File: config.mk
export PLATFORM = sky130hd
export DESIGN_NAME = adder_share_arbiter
export DESIGN_NICKNAME = d
export VERILOG_FILES = /design/src/rtl/adder_share_arbiter.sv
export SDC_FILE = /design/constraint.sdc
export NUM_CORES = 1
export LEC_CHECK = 0
export ABC_AREA = 1
export CAP_MARGIN = 10
export CORE_ASPECT_RATIO = 1.1
export CORE_MARGIN = 5
export CORE_UTILIZATION = 45
export CTS_CLUSTER_DIAMETER = 200
export CTS_CLUSTER_SIZE = 30
export DETAILED_ROUTE_END_ITERATION = 7
export GPL_TIMING_DRIVEN = 0
export HOLD_SLACK_MARGIN = 0.05
export MAX_ROUTING_LAYER = met4
export PLACE_DENSITY = 0.87
export SLEW_MARGIN = 20
export SYNTH_ARGS = -nofsm -noshare
export SYNTH_HDL_FRONTEND = slang
export SYNTH_SLANG_ARGS = --single-unit
File: constraint.sdc
create_clock -name clk -period 3.3 [get_ports clk]
set_input_delay 0.66 -clock clk [delete_from_list [all_inputs] [get_ports clk]]
set_output_delay 0.66 -clock clk [all_outputs]
set_load 0.1 [all_outputs]
File: src/rtl/adder_share_arbiter.sv
// -----------------------------------------------------------------------------
// adder_share_arbiter
//
// Shares one registered WIDTH-bit adder between NUM_REQ requesters. A
// round-robin arbiter picks one pending requester per cycle whenever the
// single result register is free or being drained. The winner's sum, carry
// and ID come out of that register one cycle after acceptance.
//
// Ports:
//   clk          rising-edge clock
//   reset        asynchronous, active-high reset
//   req_valid    per-requester "operand pair pending"
//   req_a/req_b  packed operands, requester i at [i*WIDTH +: WIDTH]
//   req_ready    one-hot grant, combinational
//   rsp_valid    result register holds a result
//   rsp_ready    consumer takes the result this cycle
//   rsp_sum      (a + b) mod 2^WIDTH
//   rsp_carry    carry-out of a + b
//   rsp_id       index of the requester that produced the result
//   grant_count  wrapping count of accepted requests
// -----------------------------------------------------------------------------
module adder_share_arbiter #(
  parameter int NUM_REQ = 4,
  parameter int WIDTH   = 4,
  parameter int IDW     = $clog2(NUM_REQ)
) (
  input  logic                     clk,
  input  logic                     reset,
  input  logic [NUM_REQ-1:0]       req_valid,
  input  logic [NUM_REQ*WIDTH-1:0] req_a,
  input  logic [NUM_REQ*WIDTH-1:0] req_b,
  output logic [NUM_REQ-1:0]       req_ready,
  output logic                     rsp_valid,
  input  logic                     rsp_ready,
  output logic [WIDTH-1:0]         rsp_sum,
  output logic                     rsp_carry,
  output logic [IDW-1:0]           rsp_id,
  output logic [7:0]               grant_count
);

  // Unsigned add at WIDTH+1 bits so the carry-out is the top bit.
  function automatic logic [WIDTH:0] add_with_carry(
    input logic [WIDTH-1:0] a,
    input logic [WIDTH-1:0] b
  );
    return {1'b0, a} + {1'b0, b};
  endfunction

  logic [WIDTH-1:0] a_arr [NUM_REQ];
  logic [WIDTH-1:0] b_arr [NUM_REQ];

  for (genvar gi = 0; gi < NUM_REQ; gi++) begin : g_unpack
    assign a_arr[gi] = req_a[gi*WIDTH +: WIDTH];
    assign b_arr[gi] = req_b[gi*WIDTH +: WIDTH];
  end

  logic [IDW-1:0]   rr_ptr;
  logic             found_p0;
  logic [IDW-1:0]   gidx_p0;
  logic             can_issue_p0;
  logic             grant_p0;
  logic [WIDTH:0]   wide_sum_p0;

  logic             vld_p1;
  logic [WIDTH-1:0] sum_p1;
  logic             carry_p1;
  logic [IDW-1:0]   id_p1;
  logic [7:0]       count_p1;

  // ---- Stage p0: round-robin selection and operand mux ----
  // Search starts at rr_ptr and wraps modulo NUM_REQ, which need not be a
  // power of two, so the wrap is done in integer arithmetic.
  always_comb begin
    int idx;
    found_p0 = 1'b0;
    gidx_p0  = '0;
    idx      = 0;
    for (int k = 0; k < NUM_REQ; k++) begin
      idx = (int'(rr_ptr) + k) % NUM_REQ;
      if (!found_p0 && req_valid[IDW'(idx)]) begin
        found_p0 = 1'b1;
        gidx_p0  = IDW'(idx);
      end
    end
  end

  // Reset is folded in so no grant is advertised while reset is held.
  assign can_issue_p0 = !vld_p1 || rsp_ready;
  assign grant_p0     = can_issue_p0 && found_p0 && !reset;
  assign req_ready    = grant_p0 ? (NUM_REQ'(1) << gidx_p0) : '0;
  assign wide_sum_p0  = add_with_carry(a_arr[gidx_p0], b_arr[gidx_p0]);

  // ---- Stage p1: result register, pointer and grant counter ----
  always_ff @(posedge clk or posedge reset) begin
    if (reset) begin
      vld_p1   <= 1'b0;
      sum_p1   <= '0;
      carry_p1 <= 1'b0;
      id_p1    <= '0;
      count_p1 <= '0;
      rr_ptr   <= '0;
    end else if (grant_p0) begin
      vld_p1   <= 1'b1;
      sum_p1   <= wide_sum_p0[WIDTH-1:0];
      carry_p1 <= wide_sum_p0[WIDTH];
      id_p1    <= gidx_p0;
      count_p1 <= count_p1 + 8'd1;
      if (gidx_p0 == IDW'(NUM_REQ - 1)) begin
        rr_ptr <= '0;
      end else begin
        rr_ptr <= gidx_p0 + 1'b1;
      end
    end else if (rsp_ready) begin
      // Drained with nothing to refill: data fields keep their stale values.
      vld_p1 <= 1'b0;
    end
  end

  assign rsp_valid   = vld_p1;
  assign rsp_sum     = sum_p1;
  assign rsp_carry   = carry_p1;
  assign rsp_id      = id_p1;
  assign grant_count = count_p1;

endmodule

# After elaboration in Yosys (flattened, before gate mapping)
# Index checks and enable logic that the tools add are counted.
# Widths: inputs -> output; s select.
op_classes:
  n_mux: 30
  magnitude_cmp: 5
  reduce_logical: 12
  shift: 1
  bitwise: 1
  addsub: 6
  eq_ne: 1
ops:
  columns: ["operator", "n"]
  rows:
  - ["$mux 4", 5]
  - ["$bmux 4 s2", 2]
  - ["$lt 2x4->1 const B", 4]
  - ["$mux 1", 14]
  - ["$mux 2", 5]
  - ["$add 8x1->8 const B", 1]
  - ["$bmux 1 s2", 4]
  - ["$add 4x4->5", 1]
  - ["$logic_and 1x1->1", 5]
  - ["$logic_not 1->1", 5]
  - ["$add 2x1->2 const B", 2]
  - ["$add 2x2->2 const B", 2]
  - ["$shl 1x2->4 const A", 1]
  - ["$ge 3x3->1 const B", 1]
  - ["$not 2->3", 1]
  - ["$eq 2x2->1 const B", 1]
  - ["$reduce_bool 2->1", 1]
  - ["$logic_or 1x1->1", 1]
totals:
  output_inout_bits: 20
  reg_bits: 18

# Longest topological paths before layout
# Gate-level depths: netlist of the first run.
depth:
  word_depth: 18
  ltp_mapped: 20
  ltp_nobuf: 18

# Worst setup path before layout of the first run
# OpenSTA, ideal clock, no wires.
synth_timing:
  path_kind: "input to output"
  startpoint: "input req_valid[3]"
  endpoint: "output req_ready[2]"
  slack_ns: -0.312
  arrival_ns: 2.952
  path_stages: 13
  path_cell_list: "inv_1 > nand2_1 > nand3_1 > nand2_1 > nor2_4 > nand3_1 > nand3_1 > nand2_1 > inv_1 > buf_4 > ha_1 > inv_1 > nor2_1"
synth_via:
  word_cells_on_any_way: 30
  classes_between: "shift (1); mux (21); reduce/logical (8)"
synth_rtl:
  columns: ["item", "line_no", "rtl"]
  rows:
  - ["from (decl)", "29", "input logic [NUM_REQ-1:0] req_valid,"]
  - ["$bmux 1 s2", "80", "if (!found_p0 && req_valid[IDW'(idx)]) begin"]
  - ["$mux 1 (implied by the code) (2 in a row)", "80", null]
  - ["$mux 1", "80", null]
  - ["$logic_not 1->1", "80", null]
  - ["$logic_and 1x1->1", "80", null]
  - ["$mux 1", "80", null]
  - ["$logic_not 1->1", "80", null]
  - ["$logic_and 1x1->1", "80", null]
  - ["$mux 1", "80", null]
  - ["$logic_not 1->1", "80", null]
  - ["$logic_and 1x1->1", "80", null]
  - ["$mux 2 *", "80", null]
  - ["net gidx_p0[1]", "59", "logic [IDW-1:0] gidx_p0;"]
  - ["$shl 1x2->4 *", "90", "assign req_ready = grant_p0 ? (NUM_REQ'(1) << gidx_p0) : '0;"]
  - ["$mux 4 *", "90", null]
  - ["to (decl)", "32", "output logic [NUM_REQ-1:0] req_ready,"]
# The timed path passes the listed nets; every way through them passes the cells marked *. The select of a mux whose other input is x is not followed.

# Final worst setup path of the first run
layout_timing:
  startpoint: "input req_valid[1]"
  endpoint: "output req_ready[1]"
layout_via:
  elab_chain_len: 16
  word_cells_on_any_way: 30
  classes_between: "shift (1); mux (21); reduce/logical (8)"
layout_lines:
  columns: ["item", "line_no", "rtl"]
  rows:
  - ["$bmux 1 s2", "80", null]
  - ["$mux 1 (implied by the code) (2 in a row)", "80", null]
  - ["$mux 1", "80", null]
  - ["$logic_not 1->1", "80", null]
  - ["$logic_and 1x1->1", "80", null]
  - ["$mux 1", "80", null]
  - ["$logic_not 1->1", "80", null]
  - ["$logic_and 1x1->1", "80", null]
  - ["$mux 1", "80", null]
  - ["$logic_not 1->1", "80", null]
  - ["$logic_and 1x1->1", "80", null]
  - ["$mux 1", "80", null]
  - ["$logic_and 1x1->1 (2 in a row)", "89", "assign grant_p0 = can_issue_p0 && found_p0 && !reset;"]
  - ["$mux 4 *", "90", null]
# Mark *: on every way between the ends. The rest lies on a longest branch, timed or not. The select of a mux whose other input is x is not followed.

==> results.toml, run 1 <==
[status]
outcome = "finished, final reports clean"

[final_layout]
fillers = 335
layout.nets = 400
diodes = 0
drive_gt1_share_pct = 13.7
syn2layout_area_growth_pct = 45.4

[floorplanning]
core.rowCount = 24
die-height_microns = 76.3
io_pins = 59
start_util_pct = 46.0
coreArea_sq_mm = 0.00390
dieArea_sq_mm = 0.00536
fp.dieW_microns = 70.2

[timing]
timing.fmax_mhz = 310
setup_viol = 0
worst_slack_ps = 72.6
hold_viol = 0
finalCritPeriodShare_pct = 97.8
worst_pin_slew_ps = 971
rsz0062_at_grt = "true"
finalCriticalPeriod_ps = 3230
finalMaxSlewViolations = 0
hold_slack_ps = 489
finalClockSkew_ps = 2.72
timing.slew.headroom_pct = 35.1

[routing]
drtIter0Drc = 117
vias_per_cell = 5.00
postRouteAntennaNets = 0
drc = 0
drtPass1Iterations = 4
routed_wl_mm = 4.71
wl_per_cell_microns = 11.7
vias = 2008

[global_route]
antenna_found_initial = 0
grt_pass1_vias = 1835
grtUsageTotal_pct = 17.2
grt.overflow.total = 0
grt_max_degree = 21
grt_pass1_wl_mm = 7.51

[critical_path]
crit_arrival_ps = 2570
crit_path_start_kind = "primary input"
cp_data_required_time_ps = 2640
end_kind = "output port"
r2r_setup_slack_ps = 540
crit_type = "in -> out"
critPathMaxFanout = 11

[clock_tree]
cts_hold_buf = 0
cts_tree = "built"
cts_root_buf = "clkbuf_8"
clkTransAtPathRegs_ps = 60
h-tree-depth = 1
worstSkewPairLatency_ps = 260
cts_made_buffers = 3
clockBufferDepth = 2
cts_sinks = 18

[worst_hold_path]
min_path_type = "reg -> reg"

[yosys]
synth_fp_nets = 336
syn_area_sq_mm = 0.00180
yosysWarningCount = 0
syn_inst = 287
ys_types = 23
ys_seq_area_share_pct = 25.1
avgSynthCellArea_sq_um = 6.26
ys_ff_latch = 18

[place]
post-place-ws_ps = -936
gp_congestion = 0.892
dp_hpwl_mm = 3.70
portBuffers = 58

[job]
maxCapViolations = 0
## cell usage in the layout, fill, tap and decap left out, types with 2 or more instances in the layout
cell type | netlist | final
buf_2 | 8 | 7
inv_2 | 1 | 5
o21ai_0 | 7 | 7
a21oi_1 | 2 | 2
nor2_1 | 8 | 4
xnor2_1 | 3 | 3
nor2_4 | 2 | 4
nand2_2 | 1 | 6
clkbuf_8 | 0 | 4
dfrtp_1 | 18 | 18
buf_12 | 0 | 4
o21ai_1 | 5 | 5
nand3_2 | 3 | 5
buf_4 | 2 | 3
clkdlybuf4s50_1 | 0 | 53
nand2_1 | 98 | 93
xor2_1 | 4 | 4
nand3_1 | 31 | 28
nor2_2 | 0 | 2
nand4_1 | 23 | 23
buf_6 | 4 | 5
inv_1 | 54 | 49
ha_1 | 9 | 9
## metal layers
| metal | GRT usage (%) | up-vias | routed length [microns] |
|---|---|---|---|
| met5 | - | - | 0 |
| met3 | 2.24 | 14 | 388 |
| met4 | 8.62 | 0 | 165 |
| li1 | - | 1029 | - |
| met1 | 19.0 | 869 | 1840 |
| met2 | 30.1 | 96 | 2310 |
## cell type report
cell class	count	area (sq um)	area share, %
Tap cell	52	65.1	2.49
Clock buffer	4	55.1	2.11
Buffer	14	106	4.07
Timing Repair Buffer	59	631	24.1
Inverter	56	216	8.29
Multi-Input combinational cell	199	1090	41.7
Sequential cell	18	450	17.2
## cell usage after synthesis, drive strengths merged
library cell,instances,area (sq um)
ha,9,113
o21a,1,7.51
dfrtp,18,450
buf,14,100
nor4,1,6.26
inv,56,213
nand2,99,374
nand4,23,144
nor2,10,52.6
a21oi,2,10.0
xnor2,3,26.3
xor2,4,35.0
fa,1,20.0
o21ai,12,60.1
nand3,34,185
## what timing repair did
action / CTS / global route
pin swaps: 2 / 3
buffers inserted: 1 / 0
resized for setup: 34 / 21
setup endpoints to repair: 4 / 5
## through the flow
step | std cells | setup TNS [ps] | cell area [sq um] | utilization (%)
global route | 402 | -110 | 2610 | 66.9
floorplan | 287 | 0 | 1810 | -
CTS | 402 | 0 | 2540 | 65.2
finish | 402 | 0 | 2610 | 66.9
detailed placement | 397 | -3650 | 2450 | 62.8
global placement | 397 | -3450 | 2450 | 62.8
## worst max-delay path: stages
cell and delay (ps):
clkdlybuf4s50_1 490, inv_2 40, nand2_1 90, nand3_1 120
nand2_2 120, inv_2 60, nand3_1 70, nand3_1 80
nand2_2 110, buf_4 190, ha_1 150, inv_1 50
nor2_4 140, buf_12 180
## logic make-up after synthesis
logic type,share of synthesized area [%]
buf+inv,17.4
simple gates,42.4
flops,25.1
fa+ha+maj,7.38
compound gates,4.32
xor+xnor,3.41
## sequential cells by signal (all words and copies together) (netlist names)
signal / cells
rsp_valid: 1
rsp_carry: 1
rsp_id: 2
rsp_sum: 4
grant_count: 8
rr_ptr: 2
## final timing paths
check	from	end	cells after the start
max	req_valid[1]	req_ready[1]	14
min	rsp_carry	rsp_carry	2
max reg2reg	rr_ptr[0]	rsp_carry	20
min reg2reg	rsp_carry	rsp_carry	2
max in group asynchronous	reset	rsp_sum[1]	2
min in group asynchronous	reset	rsp_id[1]	2
Power of run 1 is left out: the tool's default activity adds up to more than one toggle a clock period on the data nets, which glitch-free logic cannot reach.
==> run 2: changes to the inputs <==
- SETUP_SLACK_MARGIN: not set -> 0.15
==> run 2 against run 1 <==
Hold slack about the same. Count of clock-buffer cells in the layout unchanged. Via count up 0.45%. Largest cell class unchanged. Final cell count up 1.7%. Global-route usage up 1.6 points. Non-clock buffer count up 6. Die area unchanged. Sequential cell count unchanged. First-iteration DRC count up 41%. Worst setup slack better by 300 ps.
==> results.toml, run 2 (synthesis gave the netlist of run 1 again) <==
[clock_tree]
clockBufferDepth = 2
cts_hold_buf = 0
cts_tree = "built"
clkTransAtPathRegs_ps = 70
cts_root_buf = "clkbuf_8"
h-tree-depth = 1
cts_made_buffers = 3
cts_sinks = 18
worstSkewPairLatency_ps = 250

[floorplanning]
die-height_microns = 76.3
start_util_pct = 46.0
dieArea_sq_mm = 0.00536
coreArea_sq_mm = 0.00390
io_pins = 59
core.rowCount = 24
fp.dieW_microns = 70.2

[critical_path]
cp-startpoint = "reset"
rr_worst_depth = 18
r2r_setup_slack_ps = 520
r2r-start = "rr_ptr[0]"
crit_type = "in -> out"
cp_data_required_time_ps = 2640
end_kind = "output port"
worstReg2RegEnd = "rsp_sum[3]"
critPathMaxFanout = 10
crit_path_start_kind = "primary input"
cp-endpoint = "req_ready[2]"
crit_arrival_ps = 2270

[timing]
setup_viol = 0
finalMaxSlewViolations = 0
worst_pin_slew_ps = 992
timing.fmax_mhz = 341
hold_slack_ps = 489
finalCriticalPeriod_ps = 2930
finalClockSkew_ps = 3.61
timing.slew.headroom_pct = 33.7
rsz0062_at_grt = "false"
finalCritPeriodShare_pct = 88.8
hold_viol = 0

[global_route]
grt.met1_usage_pct = 21.2
grt_pass1_vias = 1934
busiest_layer = "met2"
grtUsageTotal_pct = 18.9
grt_pass1_wl_mm = 8.22
antenna_found_initial = 0
grt.overflow.total = 0
grt_use_met2_pct = 32.5
use_met3_pct = 3.17
grt_max_degree = 21

[job]
maxCapViolations = 0

[worst_hold_path]
min_path_type = "reg -> reg"

[status]
outcome = "finished, final reports clean"

[final_layout]
fin_area_sq_mm = 0.00271
final_common_cell = "nand2_1"
diodes = 0
most-common-layout-cells = "nand2_1, clkdlybuf4s50_1, inv_1"
largest_register_ffs = 8
drive_gt1_share_pct = 18.8
layout.nets = 407
syn2layout_area_growth_pct = 51.0

[place]
dpl_cell_area_sq_mm = 0.00246
gp_congestion = 0.851
portBuffers = 58
dp_hpwl_mm = 3.67

[routing]
postRouteAntennaNets = 0
wl_per_cell_microns = 11.8
drc = 0
vias = 2017
drtIter0Drc = 165
vias_per_cell = 4.93
routed_wl_mm = 4.83
drtPass1Iterations = 4
## run 2: changes by cell type in the layout (fill, tap and decap cells not counted), moves of 2 or more
cell	delta
nand2_2	+2
nand3_2	+3
inv_1	-5
buf_4	+5
nand3_1	-3
clkdlybuf4s50_1	-3
nand2_1	-3
inv_2	+5
nor2_2	-2
dlymetal6s2s_1	+3
nor2_4	+2
## run 2: layout make-up
class | instances | area [sq um]
flip-flops and latches | 18 | 450
repair buffers | 65 | 683
repair inverters | 1 | 5.00
well taps | 52 | 65.1
multi-input cells | 199 | 1130
plain buffers | 14 | 110
inverters | 56 | 216
fillers | 321 | 1190
clock buffers | 4 | 55.1
## run 2: worst min path at each step
stage / from / to / depth (start not counted)
after floorplan: rr_ptr[1] / rr_ptr[1] / 2
after global placement: rsp_carry / rsp_carry / 2
after detailed placement: rsp_sum[1] / rsp_sum[1] / 2
after CTS: rsp_sum[1] / rsp_sum[1] / 2
after global routing: rsp_id[0] / rsp_id[0] / 1
final: rsp_sum[1] / rsp_sum[1] / 2
## run 2: stage by stage
step                worst slack (ps)  utilization [%]  std cells  setup TNS (ps)
floorplan                        141                -        287               0
global placement                -860             62.9        397           -3430
detailed placement              -967             62.9        397           -3740
CTS                              143             67.9        407               0
global route                     238             69.5        409               0
finish                           369             69.5        409               0
## run 2: timing repair
action	in CTS	in global routing
endpoints found under the setup margin	4	8
cloned	0	1
buffers inserted	6	1
resized for setup	50	23
pin swaps	6	9
## run 2: per-layer routing
metal  share of wire, %  wire [microns]
met1                 41            1970
met2                 49            2360
met3                6.9             332
met4                3.5             170
met5                  0               0
## run 2: critical path: stages
cell,delay [ps]
clkdlybuf4s50_1,560
clkinvlp_4,270
nand3_2,190
buf_2,320
nor2_4,80
buf_12,170
Power of run 2 is left out for the same reason.
==> RTL change: new RTL, settings of run 1 <==
Set the parameter `NUM_REQ` to 8 (it was 4).
--- a/src/rtl/adder_share_arbiter.sv
+++ b/src/rtl/adder_share_arbiter.sv
@@ -22,3 +22,3 @@
 module adder_share_arbiter #(
-  parameter int NUM_REQ = 4,
+  parameter int NUM_REQ = 8,
   parameter int WIDTH   = 4,
Interface: changed (5 resized); port bits go from 59 to 100. No check against the original RTL was run, so the function may have changed too.
==> RTL change against run 1 <==
- the flow now finishes with violations (negative setup slack)
- sequential cell count is 2 higher
- setup slack worse by 770 ps
- largest cell class unchanged
- cell count is 47% higher
- wire length is 120% higher
- area after synthesis is 41% higher
- global-route usage is 9.5 points higher
- cell area is 76% higher
Power is left out: the tool's default activity adds up to more than one toggle a clock period on the data nets, which glitch-free logic cannot reach.
==> RTL change: results (changes against run 1) <==
[route]
wl_met1_um=3930  ; was 1840 um
dr_wl_met3_um=908  ; was 388 um

[setup_path]
r2r_cells=25  ; was 20
crit_family=simple AND/OR/NAND/NOR gates  ; was buffers and inverters
critPathArrivalTime_ps=3330  ; was 2570 ps

[final_layout]
n_all_inverters=26  ; was 56
n_fill_cell=326  ; was 335
buf_share=0.336  ; was 0.282
fin_util=0.847  ; was 0.669
clkbuf_count=3  ; was 4
fin_cells=592  ; was 402
sh_seq_area=0.109  ; was 0.172
fin_nets=607  ; was 400
multi_input_comb_cells=312  ; was 199
layout-drive-gt1-share=0.346  ; was 0.137

[place]
hpwl_um=6690  ; was 3700 um
port_buffers=99  ; was 58
place_congestion=0.968  ; was 0.892
preCtsSetupSlack_ps=-1670  ; was -936 ps
placed_area_sq_um=3860  ; was 2450 sq um

[die]
die_w_um=81.6  ; was 70.2 um

[cts]
clkTransAtPathRegs_ps=80  ; was 60 ps

[synth]
synthAdderAreaFrac=0.0720  ; was 0.0738
synthTopCellsByArea=nand3_1 (21%), dfrtp_1 (20%), nand2_1 (15%), ha_1 (6.4%), nand3_2 (3.2%)  ; was dfrtp_1 (25%), nand2_1 (20%), inv_1 (11%), nand3_1 (8.6%), nand4_1 (8.0%)
synth_compound_area_frac=0.0542  ; was 0.0432
ys_seq_elements=20  ; was 18

[sta]
max_slew_margin=0.321  ; was 0.351
finalSetupTns_ps=-7150  ; was 0 ps
finalClockSkew_ps=3.34  ; was 2.72 ps
setup_violations=13  ; was 0
hold_slack_ps=502  ; was 489 ps
post-route-worst-setup-slack_ps=-695  ; was 72.6 ps

[grt]
grt_max_degree=22  ; was 21
grtUsageMet1=0.322  ; was 0.190
grt_use_met2=0.453  ; was 0.301
use_met3=0.0265  ; was 0.0224
grt_pass1_vias=3172  ; was 1,835
grt_pass1_wl_um=14500  ; was 7510 um

[status]
violations=negative setup slack
outcome=finished with violations  ; was finished, final reports clean

RTL change: changes by cell type after synthesis, sizes merged, moves of 3 or more:
cell | before | now
ha | 9 | 13
nor2 | 10 | 19
nor3 | 0 | 8
nand3 | 34 | 117
buf | 14 | 19
inv | 56 | 26
o21bai | 0 | 3
nand4 | 23 | 4
nand2 | 99 | 115
RTL change: worst reg2reg max path: stages, from the launching register on:
cell,delay (ps)
dfrtp_1,400
buf_6,130
inv_4,50
buf_12,100
ha_4,240
inv_8,100
nand3_1,90
nand2_1,120
nand2_1,100
nand2_2,110
nand4_4,160
nor2_8,190
nand3_4,170
nand3_4,160
nand2_4,70
buf_4,160
buf_6,140
nand2_1,60
nand3_1,70
nand3_1,140
nand2_2,90
ha_4,170
fa_2,390
nand3_2,80
nand3_2,70
o21a_1,110
RTL change: timing repair:
action	CTS	global route
gates resized for setup	111	43
endpoints found under the hold margin	0	0
endpoints found under the setup margin	13	13
pin swaps	24	38
buffers inserted	25	14
